File: config.mk
export PLATFORM = sky130hd
export DESIGN_NAME = pio_tctrl
export DESIGN_NICKNAME = d
export VERILOG_FILES = /design/src/rtl/pio_tctrl.sv
export SDC_FILE = /design/constraint.sdc
export NUM_CORES = 1
export LEC_CHECK = 0
export CAP_MARGIN = 20
export CORE_ASPECT_RATIO = 1.4
export CORE_MARGIN = 1.5
export CORE_UTILIZATION = 47
export CTS_BUF_LIST = sky130_fd_sc_hd__clkbuf_16
export DETAILED_ROUTE_END_ITERATION = 8
export PLACE_DENSITY = 0.83
export REMOVE_ABC_BUFFERS = 1
export SLEW_MARGIN = 0
export SYNTH_ARGS = -nofsm -noshare
export SYNTH_HDL_FRONTEND = slang
export SYNTH_SLANG_ARGS = --single-unit
File: constraint.sdc
create_clock -name i_clk -period 3.3 [get_ports i_clk]
set_input_delay 0.66 -clock i_clk [delete_from_list [all_inputs] [get_ports i_clk]]
set_output_delay 0.66 -clock i_clk [all_outputs]
set_load 0.05 [all_outputs]
File: src/rtl/pio_tctrl.sv
// -----------------------------------------------------------------------------
// pio_tctrl
// ATA PIO-mode transfer sequencer (OCIDEC-1 host). A single-cycle go request
// runs one complete PIO cycle: address setup (t1), strobe active (t2, optionally
// stretched by IORDY) and end-of-cycle recovery (teoc). One run-once phase
// counter is reloaded at each phase boundary.
//
// Ports
//   i_clk      master clock
//   i_nReset   synchronous active-low reset
//   i_go       start request, accepted only in IDLE
//   i_we       1 = write, 0 = read (latched with go)
//   i_T1       address-setup count  (phase = T1+1 cycles)
//   i_T2       strobe-active count  (phase >= T2+1 cycles)
//   i_Teoc     recovery count       (phase = Teoc+1 cycles)
//   i_IORDYen  enable IORDY stretching of t2 (latched with go)
//   i_IORDY    device ready, already synchronous to i_clk
//   i_d        write data (latched with go)
//   i_dd       ATA data bus input
//   o_dd       registered write data to the bus
//   o_oe       bus output enable
//   o_dior     DIOR strobe (active-high)
//   o_diow     DIOW strobe (active-high)
//   o_busy     cycle in progress
//   o_done     one-cycle pulse in the first recovery cycle
//   o_q        latched read data
// -----------------------------------------------------------------------------
module pio_tctrl #(
  parameter int TWIDTH = 8,
  parameter int DWIDTH = 16
) (
  input  logic              i_clk,
  input  logic              i_nReset,
  input  logic              i_go,
  input  logic              i_we,
  input  logic [TWIDTH-1:0] i_T1,
  input  logic [TWIDTH-1:0] i_T2,
  input  logic [TWIDTH-1:0] i_Teoc,
  input  logic              i_IORDYen,
  input  logic              i_IORDY,
  input  logic [DWIDTH-1:0] i_d,
  input  logic [DWIDTH-1:0] i_dd,
  output logic [DWIDTH-1:0] o_dd,
  output logic              o_oe,
  output logic              o_dior,
  output logic              o_diow,
  output logic              o_busy,
  output logic              o_done,
  output logic [DWIDTH-1:0] o_q
);

  typedef enum logic [1:0] {
    S_IDLE = 2'd0,
    S_T1   = 2'd1,
    S_T2   = 2'd2,
    S_TEOC = 2'd3
  } state_t;

  localparam logic [TWIDTH-1:0] CNT_ZERO = {TWIDTH{1'b0}};
  localparam logic [TWIDTH-1:0] CNT_ONE  = {{(TWIDTH-1){1'b0}}, 1'b1};

  state_t              r_state;
  logic [TWIDTH-1:0]   r_cnt;
  logic                r_we;
  logic                r_iordy_en;
  logic [TWIDTH-1:0]   r_t2;
  logic [TWIDTH-1:0]   r_teoc;
  logic [DWIDTH-1:0]   r_dd_o;
  logic [DWIDTH-1:0]   r_q;
  logic                r_busy;
  logic                r_done;
  logic                r_dior;
  logic                r_diow;
  logic                r_oe;

  state_t              w_state_nxt;
  logic [TWIDTH-1:0]   w_cnt_nxt;
  logic                w_start;
  logic                w_cnt_zero;
  logic                w_t2_exit;
  logic                w_we_nxt;
  logic                w_busy_nxt;
  logic                w_done_nxt;
  logic                w_dior_nxt;
  logic                w_diow_nxt;
  logic                w_oe_nxt;

  assign w_start    = (r_state == S_IDLE) && i_go;
  assign w_cnt_zero = (r_cnt == CNT_ZERO);
  // t2 ends only once the count has run out and the device is ready (if asked)
  assign w_t2_exit  = (r_state == S_T2) && w_cnt_zero && (!r_iordy_en || i_IORDY);

  // State register, phase counter, cycle parameters and registered outputs
  always_ff @(posedge i_clk) begin
    if (!i_nReset) begin
      r_state    <= S_IDLE;
      r_cnt      <= CNT_ZERO;
      r_we       <= 1'b0;
      r_iordy_en <= 1'b0;
      r_t2       <= CNT_ZERO;
      r_teoc     <= CNT_ZERO;
      r_dd_o     <= {DWIDTH{1'b0}};
      r_q        <= {DWIDTH{1'b0}};
      r_busy     <= 1'b0;
      r_done     <= 1'b0;
      r_dior     <= 1'b0;
      r_diow     <= 1'b0;
      r_oe       <= 1'b0;
    end else begin
      r_state <= w_state_nxt;
      r_cnt   <= w_cnt_nxt;
      if (w_start) begin
        r_we       <= i_we;
        r_iordy_en <= i_IORDYen;
        r_t2       <= i_T2;
        r_teoc     <= i_Teoc;
        r_dd_o     <= i_d;
      end
      // read data is captured on the edge that closes t2
      if (w_t2_exit && !r_we) begin
        r_q <= i_dd;
      end
      r_busy <= w_busy_nxt;
      r_done <= w_done_nxt;
      r_dior <= w_dior_nxt;
      r_diow <= w_diow_nxt;
      r_oe   <= w_oe_nxt;
    end
  end

  // Next-state and phase-counter logic
  always_comb begin
    w_state_nxt = r_state;
    w_cnt_nxt   = r_cnt;
    case (r_state)
      S_IDLE: begin
        if (w_start) begin
          w_state_nxt = S_T1;
          w_cnt_nxt   = i_T1;
        end else begin
          w_state_nxt = S_IDLE;
          w_cnt_nxt   = r_cnt;
        end
      end
      S_T1: begin
        if (w_cnt_zero) begin
          w_state_nxt = S_T2;
          w_cnt_nxt   = r_t2;
        end else begin
          w_state_nxt = S_T1;
          w_cnt_nxt   = r_cnt - CNT_ONE;
        end
      end
      S_T2: begin
        if (w_t2_exit) begin
          w_state_nxt = S_TEOC;
          w_cnt_nxt   = r_teoc;
        end else if (!w_cnt_zero) begin
          w_state_nxt = S_T2;
          w_cnt_nxt   = r_cnt - CNT_ONE;
        end else begin
          // count exhausted, waiting on IORDY: hold at zero
          w_state_nxt = S_T2;
          w_cnt_nxt   = CNT_ZERO;
        end
      end
      S_TEOC: begin
        if (w_cnt_zero) begin
          w_state_nxt = S_IDLE;
          w_cnt_nxt   = CNT_ZERO;
        end else begin
          w_state_nxt = S_TEOC;
          w_cnt_nxt   = r_cnt - CNT_ONE;
        end
      end
      default: begin
        w_state_nxt = S_IDLE;
        w_cnt_nxt   = CNT_ZERO;
      end
    endcase
  end

  // Output decode from the next state so that the outputs are registered
  always_comb begin
    // direction must reflect the value being latched on the go edge
    w_we_nxt   = w_start ? i_we : r_we;
    w_busy_nxt = (w_state_nxt != S_IDLE);
    w_oe_nxt   = (w_state_nxt != S_IDLE) && w_we_nxt;
    w_dior_nxt = (w_state_nxt == S_T2) && !w_we_nxt;
    w_diow_nxt = (w_state_nxt == S_T2) && w_we_nxt;
    w_done_nxt = w_t2_exit;
  end

  assign o_dd   = r_dd_o;
  assign o_oe   = r_oe;
  assign o_dior = r_dior;
  assign o_diow = r_diow;
  assign o_busy = r_busy;
  assign o_done = r_done;
  assign o_q    = r_q;

endmodule
==> metrics.csv <==
metric,value,unit
outcome,completed,
wl,8160,um
drv_slew,0,
cp-start-kind,flip-flop,
rsz0062_at_grt,no,
fmax,0.424,GHz
grt_max_degree,35,
fin_tns_setup,0,ns
drc,0,
r2r_slack,0.94,ns
drive_above_1_share,6.86,%
cts_resized,0,
synth_top_cell_area_share,44.8,%
avgSynthCellArea,8.16,sq um
synth-xor-area-share,0.603,%
num_rows,33,
maxCapViolCount,0,
fin_area,4150,sq um
post_cts_buffers,0,
ys_ff_latch,65,
grt_util_met2,42.8,%
synth_top_family_by_area,simple AND/OR/NAND/NOR gates,
synth-main-ff-cell,dfxtp_1,
yosysSeqAreaShare,44.8,%
async_flop_share,0,%
gr-usage-met1,28.8,%
fin_crit_sh,71.5,%
drt_iter0_drc,265,
cts_tree,built,
dp_hpwl,5610,um
vias_per_cell,5.70,
setup.worst_path.class,reg2reg,
die_x,69.4,um
cts-hold-fix-buffers,0,
synth-simple-area-share,23.8,%
fin_crit,2.36,ns
die-area,6670,sq um
vias,2975,
firstDrtPassIters,6,
yosys_warnings,0,
cts_sinks,65,
cts-root-buf,clkbuf_16,
ir_drop,458,uV
finalHoldViolCount,0,
antenna_cells,0,
powerDensity,602,nW/um^2
die_height,96.0,um
cts-htree-levels,3,
synth_most_common_cell,nand2_1,
slew_headroom,46.9,%
cp.arrival,2.57,ns
drtAntennaViolNets,0,
synth_cell_types,49,
routabilityCongestion,0.860,
clock_skew,0.00489,ns
port_buffers,98,
syn_area,2910,sq um
synthMuxAreaShare,1.81,%
boundaryPins,99,
synth_compound_area_share,21.2,%
yosys.area.top_type,dfxtp_1,
cp_max_fo,21,
routedWlPerCell,15.6,um
hold_class,reg2reg,
tightestPinTransition,0.791,ns
synthCells,356,
path_clk_slew,0.05,ns
synth_commonest_cells,"nand2_1, dfxtp_1, a21oi_1",
dpl_cell_area,3860,sq um
synth_adder_area_share,0.861,%
fin_nets,511,
grt_pass1_vias,2761,
grt_pass1_wl,13100,um
track_usage,24.9,%
setup_viol,0,
synthTopCellsByArea,"dfxtp_1, a21oi_1, nand2_1",
crit_required,3.51,ns
antenna_found_initial,0,
busiest_layer,met2,
p_leak,1.50,nW
n_fill_cell,483,
synth_enable_flop_cells,0,
clk_path_buf_depth,2,
clk_latency,0.32,ns
initial_utilization,49.2,%
gr-usage-met3,5.45,%
cts_buffers,9,
cp-end-kind,flip-flop,
core_region_area,5900,sq um
grt_remaining_overflow,0,
area_growth,42.9,%
critical path, stage by stage, from the launching register on:
cell	delay, ns
dfxtp_1	0.35
inv_1	0.15
ha_1	0.22
nor4b_4	0.48
and2_1	0.36
buf_4	0.31
a21oi_1	0.08
o31a_1	0.29
routing by layer:
layer  part of all wire [%]  wire length [um]
met5                      0                 0
met3                    6.3               516
met1                     39              3180
met4                    3.0               243
met2                     52              4220
where the power goes:
part | total, W | leakage [nW] | internal (W) | switching, W
clock | 0.000902 | 0.140 | 0.000575 | 0.000327
combinational | 0.000665 | 0.828 | 0.000267 | 0.000398
sequential | 0.000933 | 0.532 | 0.000854 | 0.0000792
total | 0.00250 | 1.50 | 0.00170 | 0.000803
through the flow:
step,hold WS (ns),util (%),cells,worst slack (ns),total power [W]
after global routing,0.481,70.3,522,0.737,0.00262
after CTS,0.456,70.3,522,0.975,0.00250
after floorplan,0.436,-,331,1.02,0.00134
final,0.453,70.3,522,0.940,0.00250
after detailed placement,0.449,65.5,506,0.844,0.00160
after global placement,0.442,65.5,506,0.878,0.00158
area by class of cell:
cell class / count / area, sq um / area share, %
sequential: 65 / 1300 / 31.3
inverter: 9 / 33.8 / 0.813
tap: 70 / 87.6 / 2.11
multi-input combinational: 257 / 1410 / 33.9
clock buffer: 9 / 225 / 5.42
clock inverter: 7 / 62.6 / 1.51
timing repair buffer: 105 / 1030 / 24.9
state kept, by name, indices dropped and copies added (netlist names):
| name | count |
|---|---|
| o_dd | 16 |
| o_q | 16 |
| r_cnt | 8 |
| r_t2 | 8 |
| r_teoc | 8 |
| r_state | 2 |
| o_busy | 1 |
| o_dior | 1 |
| o_diow | 1 |
| o_done | 1 |
| o_oe | 1 |
| r_iordy_en | 1 |
| r_we | 1 |
cell families (layout without fill, tap and decap cells):
| group | after synthesis | in the layout |
|---|---|---|
| AND/OR/NAND/NOR | 143 | 143 |
| AO/OA/AOI/OAI | 105 | 105 |
| flip-flops | 65 | 65 |
| buffers and inverters | 34 | 130 |
| multiplexers | 5 | 5 |
| adder cells (fa/ha/maj) | 2 | 2 |
| XOR/XNOR | 2 | 2 |
worst paths after layout:
check | startpoint | endpoint | cells past startpoint
max reg2reg | r_cnt[0] | r_cnt[3] | 7
min | o_dd[0] | o_dd[0] | 2
max | r_cnt[0] | r_cnt[3] | 7
min reg2reg | o_dd[0] | o_dd[0] | 2
layout by cell type, fill, tap and decap left out, types with 3 or more instances in the layout:
| master | n |
|---|---|
| dfxtp_1 | 65 |
| a32o_1 | 3 |
| a32oi_1 | 4 |
| clkdlybuf4s50_1 | 98 |
| a21oi_1 | 59 |
| nand3_1 | 25 |
| nand2b_1 | 5 |
| buf_4 | 7 |
| nor2_1 | 11 |
| or3_1 | 3 |
| inv_1 | 9 |
| o21ai_0 | 21 |
| and2_1 | 3 |
| clkbuf_16 | 9 |
| mux2i_1 | 3 |
| nor3_1 | 4 |
| nand2_1 | 74 |
| nor2b_1 | 8 |
Power figures use the tool's default switching activity.
